**src/rtl/trace_capture_core.sv**
```systemverilog
// Logic-analyser capture engine: ring buffer with masked trigger, pre-trigger window and ready/valid readout.
// Optional build macro TRACE_CAPTURE_TIMESTAMP_EN stores a free-running 16-bit timestamp with each sample.
module trace_capture_core #(
    parameter int unsigned TRACE_W  = 6,
    parameter int unsigned TRIG_W   = 1,
    parameter int unsigned DEPTH    = 64,
    parameter int unsigned PRE_TRIG = 16,
    parameter int unsigned AW       = $clog2(DEPTH)
) (
    input  logic                clk,
    input  logic                reset_n,
    input  logic [TRACE_W-1:0]  trace_din,
    input  logic [TRIG_W-1:0]   trigger_din,
    input  logic                trigger_en,
    input  logic [TRIG_W-1:0]   trig_mask,
    input  logic [TRIG_W-1:0]   trig_value,
    input  logic                arm,
    input  logic                abort,
`ifdef TRACE_CAPTURE_TIMESTAMP_EN
    output logic [TRACE_W+16-1:0] rd_data,
`else
    output logic [TRACE_W-1:0]  rd_data,
`endif
    output logic                rd_valid,
    input  logic                rd_ready,
    output logic                rd_last,
    output logic                busy,
    output logic                triggered
);

    localparam int unsigned CW        = AW + 1;
    localparam int unsigned POST_INIT = DEPTH - PRE_TRIG - 1;
    localparam int unsigned PRE_LAST  = (PRE_TRIG == 0) ? 0 : PRE_TRIG - 1;
`ifdef TRACE_CAPTURE_TIMESTAMP_EN
    localparam int unsigned TS_W      = 16;
    localparam int unsigned DW        = TRACE_W + TS_W;
`else
    localparam int unsigned DW        = TRACE_W;
`endif

    typedef enum logic [2:0] {
        S_IDLE,
        S_PRETRIG,
        S_WAIT_TRIG,
        S_POST,
        S_READ
    } state_t;

    state_t          state, state_nxt;

    logic [AW-1:0]   wptr, tptr, rptr, fill, post_cnt;
    logic [CW-1:0]   fetch_cnt, out_cnt;
    logic [DW-1:0]   mem [DEPTH];
    logic [DW-1:0]   mem_q, wr_word;
    logic            q_vld;
    logic            match, wr_en, trig_hit;
    logic            fetch_en, out_load, beat_acc;

    assign match = trigger_en & (&(~(trigger_din ^ trig_value) | ~trig_mask));

`ifdef TRACE_CAPTURE_TIMESTAMP_EN
    logic [TS_W-1:0] ts;

    // Free-running timestamp, independent of capture state
    always_ff @(posedge clk) begin
        if (!reset_n) ts <= '0;
        else          ts <= ts + TS_W'(1);
    end

    assign wr_word = {ts, trace_din};
`else
    assign wr_word = trace_din;
`endif

    // State register
    always_ff @(posedge clk) begin
        if (!reset_n) state <= S_IDLE;
        else          state <= state_nxt;
    end

    // Next-state, write enable, trigger detect and busy decode
    always_comb begin
        state_nxt = state;
        wr_en     = 1'b0;
        trig_hit  = 1'b0;
        busy      = 1'b1;
        case (state)
            S_IDLE: begin
                busy = 1'b0;
                if (arm) state_nxt = (PRE_TRIG == 0) ? S_WAIT_TRIG : S_PRETRIG;
            end
            S_PRETRIG: begin
                wr_en = 1'b1;
                if (fill == AW'(PRE_LAST)) state_nxt = S_WAIT_TRIG;
            end
            S_WAIT_TRIG: begin
                wr_en = 1'b1;
                if (match) begin
                    trig_hit  = 1'b1;
                    state_nxt = (POST_INIT == 0) ? S_READ : S_POST;
                end
            end
            S_POST: begin
                wr_en = 1'b1;
                if (post_cnt == AW'(1)) state_nxt = S_READ;
            end
            S_READ: begin
                if (beat_acc && rd_last) state_nxt = S_IDLE;
            end
            default: state_nxt = S_IDLE;
        endcase
        if (abort) state_nxt = S_IDLE;
    end

    // Sample storage; no reset so it maps onto a plain RAM
    always_ff @(posedge clk) begin
        if (wr_en) mem[wptr] <= wr_word;
    end

    always_ff @(posedge clk) begin
        if (fetch_en) mem_q <= mem[rptr];
    end

    // Two-stage read pipe: RAM output register feeds the rd_data register
    assign beat_acc = rd_valid & rd_ready;
    assign out_load = q_vld & (~rd_valid | rd_ready);
    assign fetch_en = (state == S_READ) & (fetch_cnt != CW'(DEPTH)) & (~q_vld | out_load);

    always_ff @(posedge clk) begin
        if (!reset_n) begin
            wptr      <= '0;
            tptr      <= '0;
            rptr      <= '0;
            fill      <= '0;
            post_cnt  <= '0;
            fetch_cnt <= '0;
            out_cnt   <= '0;
            q_vld     <= 1'b0;
            rd_data   <= '0;
            rd_valid  <= 1'b0;
            rd_last   <= 1'b0;
            triggered <= 1'b0;
        end else begin
            if (wr_en) wptr <= wptr + AW'(1);

            case (state)
                S_IDLE: begin
                    if (arm) begin
                        fill      <= '0;
                        triggered <= 1'b0;
                    end
                end
                S_PRETRIG:   fill <= fill + AW'(1);
                S_WAIT_TRIG: begin
                    if (trig_hit) begin
                        tptr      <= wptr;
                        triggered <= 1'b1;
                        post_cnt  <= AW'(POST_INIT);
                    end
                end
                S_POST:      post_cnt <= post_cnt - AW'(1);
                default: ;
            endcase

            // Oldest sample of the window sits PRE_TRIG entries before the trigger sample
            if (state != S_READ && state_nxt == S_READ) begin
                rptr      <= ((state == S_WAIT_TRIG) ? wptr : tptr) - AW'(PRE_TRIG);
                fetch_cnt <= '0;
                out_cnt   <= '0;
                q_vld     <= 1'b0;
            end

            if (fetch_en) begin
                rptr      <= rptr + AW'(1);
                fetch_cnt <= fetch_cnt + CW'(1);
                q_vld     <= 1'b1;
            end else if (out_load) begin
                q_vld     <= 1'b0;
            end

            if (out_load) begin
                rd_data  <= mem_q;
                rd_valid <= 1'b1;
                rd_last  <= (out_cnt == CW'(DEPTH - 1));
                out_cnt  <= out_cnt + CW'(1);
            end else if (beat_acc) begin
                rd_valid <= 1'b0;
                rd_last  <= 1'b0;
            end

            if (abort) begin
                triggered <= 1'b0;
                rd_valid  <= 1'b0;
                rd_last   <= 1'b0;
                q_vld     <= 1'b0;
            end
        end
    end

endmodule

```
**config.mk**
```make
export PLATFORM = sky130hd
export DESIGN_NAME = trace_capture_core
export DESIGN_NICKNAME = d
export VERILOG_FILES = /design/src/rtl/trace_capture_core.sv
export SDC_FILE = /design/constraint.sdc
export NUM_CORES = 1
export LEC_CHECK = 0
export ABC_AREA = 1
export CAP_MARGIN = 20
export CORE_MARGIN = 2
export CORE_UTILIZATION = 30
export CTS_BUF_LIST = sky130_fd_sc_hd__clkbuf_16
export DETAILED_ROUTE_END_ITERATION = 10
export SYNTH_ARGS = -nofsm -noshare
export SYNTH_HDL_FRONTEND = slang
export SYNTH_SLANG_ARGS = --single-unit
```
**constraint.sdc**
```tcl
create_clock -name clk -period 2.1 [get_ports clk]
set_input_delay 0.21 -clock clk [delete_from_list [all_inputs] [get_ports clk]]
set_output_delay 0.21 -clock clk [all_outputs]
set_load 0.01 [all_outputs]
```
---- After elaboration in Yosys (flattened, before gate mapping) ----
Memories as Yosys holds them, arrays and structs flattened. A register that Yosys moved wholly into a read port is not among the register bits.
Cells that the tools add are included.
cells by class
  reductions and logical operators ........ 16
  eq/ne operators ......................... 12
  muxes and demuxes ....................... 32
  add/sub/neg operators ................... 7
  bitwise logic cells ..................... 14
operators by type and width
  kind                                                                 number
  6-bit 2-to-1 mux                                                     5
  6-bit one-hot mux with 2 select lines                                2
  7-bit 2-to-1 mux                                                     3
  6-bit by 1-bit adder with 6-bit output (second input constant)       3
  3-bit 2-to-1 mux                                                     6
  3-bit one-hot mux with 5 select lines                                1
  7-bit by 1-bit adder with 7-bit output (second input constant)       2
  1-bit 2-to-1 mux                                                     14
  2-bit nonzero test                                                   6
  7-bit by 6-bit == test with 1-bit output (second input constant)     1
  7-bit != test (second input constant)                                1
  3-bit by 2-bit == test with 1-bit output (second input constant)     2
  3-bit == test (second input constant)                                2
  6-bit by 1-bit == test with 1-bit output (second input constant)     1
  6-bit by 4-bit == test with 1-bit output (second input constant)     1
  2-bit AND reduction                                                  3
  6-bit by 1-bit subtractor with 6-bit output (second input constant)  1
  6-bit by 5-bit subtractor with 6-bit output (second input constant)  1
  1-bit bitwise AND                                                    5
  1-bit inverter                                                       5
  2-bit != test (second input constant)                                2
  3-bit by 1-bit == test with 1-bit output (second input constant)     1
  3-bit logical NOT                                                    1
  3-bit != test (second input constant)                                1
  other kinds (8)                                                      11
word-level totals
  RAM bits ................................ 384
  register bits after elaboration ......... 57
  word-level logic and storage cells ...... 95
  memories ................................ 1
  output and inout bits ................... 10
memories
  memory  words  bits a word  read ports  clocked after Yosys merged registers in  wr ports  RTL line  source
  mem     64     6            1           1                                        1         53        logic [DW-1:0] mem [DEPTH];

---- Longest topological paths before layout ----
  depth after elaboration ................. 12
  mapped depth ............................ 13
  mapped depth without buffers ............ 11

---- Worst setup path before layout ----
Ideal clock, no wire load.
  path type ............................... register to register
  start ................................... reg wptr[0]
  end ..................................... mem mem[63][0] in the netlist's numbering, enable pin
  arrival time ............................ 1.421 ns
  setup slack ............................. 0.300 ns
  required time ........................... 1.721 ns
  setup time .............................. 0.379 ns
  stages on the path, launching flop included .. 5
  cells stage by stage .................... dfxtp_1 inv_1 nor3_1 nand2_2 nor3_1
RTL lines
  what                    RTL line  source
  start, declared         51        logic [AW-1:0] wptr, tptr, rptr, fill, post_cnt;
  start signal, assigned  144       if (wr_en) wptr <= wptr + AW'(1);
  end, declared           53
Straight into the memory's write port.

---- Final worst setup path ----
  start ................................... reg wptr[5]
  end ..................................... mem mem[39][0] in the netlist's numbering, enable pin
Straight into the memory's write port.

==> results.txt <==
Status -> finished clean
Chip height -> 254.8 um
Tcrit/Tclk final -> 97.80%
Core Util, Final -> 35.57%
Worst-Margin Slew -> 0.6367 ns
Skew-Pair Late Insertion Delay -> 0.60 ns
WL met1 -> 22.02 mm
Predominant post-synthesis flop cell -> edfxtp_1
Max-Cap Viols -> 0
Max stage delay on crit path -> 0.50 ns
Max Used Layer -> met4
Worst r2r dst -> mem[39][0]$_DFFE_PP_
Final wirelength -> 47.92 mm
Routed via count -> 13221
Non-Filler Instances -> 2756
Yosys warns -> 0
Post-placement cell count -> 2674
WP data arrival -> 2.28 ns
Drt wl/cell -> 17.39 um
Slowest CP cell -> nor2_1
Die ar. -> 64910 um2
H-tree levels -> 2
Routability Congestion -> 0.8525
Worst IR drop on VDD -> 567.9 uV
CP Launch Type -> register
Chip width -> 254.8 um
Synth Cell Area -> 18870 um2
Setup Viol. Count Final -> 0
Unrepaired setup endpoints after global routing -> true
Hold Path Class -> input port to register
Cells after Synth -> 1815
CP cell instances -> inv_1 > nor3_1 > inv_1 > nor2_1
Post-synth top area share -> 62.08%
#FFs+latches synth -> 447
Root Driver -> clkbuf_16
PwrDens -> 799.7 nW/um2
Crit Path Category -> register to register
Syn avg cell area -> 10.39 um2
Vias in the first global route -> 12610
Clk slew on worst S/H paths -> 0.06 ns
Synth-to-layout area growth -> 16.79%
Leak Pwr -> 7.943 nW
Post-CTS Setup Inserts -> 0
Cell Rows -> 91
Hold path depth -> 1
EDFF count, synth -> 390
Cell with the most instances after synthesis -> nand2_1
Synth cell count leaders -> 391 x nand2_1, 390 x edfxtp_1, 328 x nor2_1
TritonCTS Sinks -> 447
CTS tree -> done
Port Buf Inserts -> 24
WL met3 -> 3.702 mm
Cell repeated most along the worst path -> inv_1
Ant. Diodes -> 0
Seq/Total Area, Yosys -> 68.13%
Congestion Overflow GR -> 0
Synth unique cells -> 38
DRT iter0 DRCs -> 1464
Relative slew margins -> 57.40%
Core Area -> 61940 um2
Number of routed nets with antenna violations -> 0
Pin count of the biggest net entering global routing -> 65
Worst EP required -> 2.32 ns
Area after DPL -> 20600 um2
Clk_skew -> 0.02646 ns
DP Wirelength -> 29.95 mm
Synth area leader -> edfxtp_1
R2r setup slk -> 0.05 ns
R2R Path Start -> wptr[5]$_SDFFE_PN0P_
Worst setup EP type -> register
DR WL met2 -> 21.39 mm
Total Routing Usage GR -> 14.90%
Global-route wire length before repair -> 74.13 mm
Share of cells above drive strength 1 -> 10.47%
Syn nets -> 1838
Post-cts sizing count -> 1
Fin crit period -> 2.054 ns
Area contributors post-synth -> edfxtp_1 62%, nand2_1 7.8%, nor2_1 6.5%, dfxtp_1 6.0%, nand3_1 5.2%
Hold Startpoint -> trace_din[5]
Overall power -> 17.62 mW
Initial core utilization -> 30.46%
Hold Path End -> mem[27][5]$_DFFE_PP_
Nets -> 1908
Vias per cell -> 4.797
R2R depth -> 4
DRC Markers -> 0
Fin. max-slew vios -> 0
Fill count -> 6159
Crit Path Max Fanout -> 8
1st-pass router iterations -> 5
I/O pin total -> 25
Fin area -> 22030 um2
Fmax -> 0.4869 GHz
CTS buffer count -> 46
Fin. Hold Viols -> 0
# hold bufs at CTS -> 0
Max Root-Sink Buffers -> 3
Post-synth ARST share -> 0%
Initial antenna violation count -> 0
==> flip-flops by register name, summed over array words and instances (netlist names) <==
register,count
mem,384
fetch_cnt,7
out_cnt,7
fill,6
mem_q,6
post_cnt,6
rd_data,6
rptr,6
tptr,6
wptr,6
state,3
q_vld,1
rd_last,1
rd_valid,1
triggered,1
==> worst max path at each step <==
stage          cells past startpoint                    to  slack [ns]            startpoint
6_report                           4  mem[39][0]$_DFFE_PP_        0.05  wptr[5]$_SDFFE_PN0P_
5_1_grt                            4  mem[39][0]$_DFFE_PP_       -0.03  wptr[5]$_SDFFE_PN0P_
4_1_cts                            4                  busy        0.02   state[1]$_SDFF_PN0_
3_5_place_dp                       7  mem[13][3]$_DFFE_PP_       0.008   state[0]$_SDFF_PN0_
3_3_place_gp                       7  mem[13][2]$_DFFE_PP_      -0.007   state[0]$_SDFF_PN0_
2_1_floorplan                      4  mem[63][0]$_DFFE_PP_        0.30  wptr[0]$_SDFFE_PN0P_
==> layout by cell type, fill, tap and decap left out, types with 2 or more instances in the layout <==
cell             Yosys  routed
a21oi_1             61      60
or2_2                8       8
dfxtp_1             57      55
o211ai_1             4       4
xor2_1               4       4
nand3_1            197     197
nor2_2               2      12
buf_4                9      72
nand2_1            391     391
clkdlybuf4s50_1      0      18
nand4_1              9       9
edfxtp_1           390     390
buf_12               0      19
nor2_1             328     318
buf_2               33       6
nand2_2              6       6
nor3_1               7       7
o21ai_0            146     146
dfxtp_4              0       2
clkinv_2             0      10
a21oi_2              5       6
inv_1               76      86
o21ai_1              6       6
clkinv_1             2      12
inv_2                2       3
ha_1                 8       8
bufinv_16            0       2
clkbuf_16            0      46
==> per-stage QoR <==
step | hold WS [ns] | worst slack, ns | setup TNS (ns)
6_report | 0.08101 | 0.04621 | 0
5_1_grt | 0.07811 | -0.03272 | -0.3757
4_1_cts | 0.07043 | 0.02319 | 0
3_5_place_dp | 0.4473 | 0.008073 | 0
3_3_place_gp | 0.4399 | -0.007211 | -0.04184
2_1_floorplan | 0.2893 | 0.3001 | 0
==> layer usage <==
| layer | up-vias | track usage, % |
|---|---|---|
| met5 | - | 0 |
| met4 | 0 | 3.542 |
| met3 | 58 | 2.643 |
| met2 | 452 | 22.93 |
| met1 | 6358 | 21.78 |
| li1 | 6353 | - |
==> area by class of cell <==
cell class / instances / area, um2 / share of cell area (%)
Inverter: 81 / 306.5 / 1.391
Timing Repair Buffer: 115 / 1131 / 5.134
Clock buffer: 46 / 1151 / 5.225
Tap cell: 837 / 1047 / 4.753
Sequential cell: 447 / 12860 / 58.37
Multi-Input combinational cell: 1194 / 5289 / 24.00
Clock inverter: 36 / 247.7 / 1.124
==> worst max-delay path, delay by kind of cell, from the launching register on <==
family        cells  cell delay, ns
flops             1            0.47
simple gates      2            0.83
buf+inv           2            0.38
==> kinds of logic (layout without fill, tap and decap cells) <==
group,after synthesis,after routing,share of synthesized area (%)
AND/OR/NAND/NOR,954,954,20.87
buffers and inverters,174,278,3.993
flip-flops,447,447,68.13
adder cells (fa/ha/maj),8,8,0.5306
XOR/XNOR,4,4,0.1857
AO/OA/AOI/OAI,228,228,6.294
==> power by group <==
group          internal [mW]  switching, mW  leakage, nW
clock                   4.24           3.43        0.734
combinational         0.0726          0.223         3.24
sequential              9.65        0.00657         3.97
(Power assumes the default switching activity.)
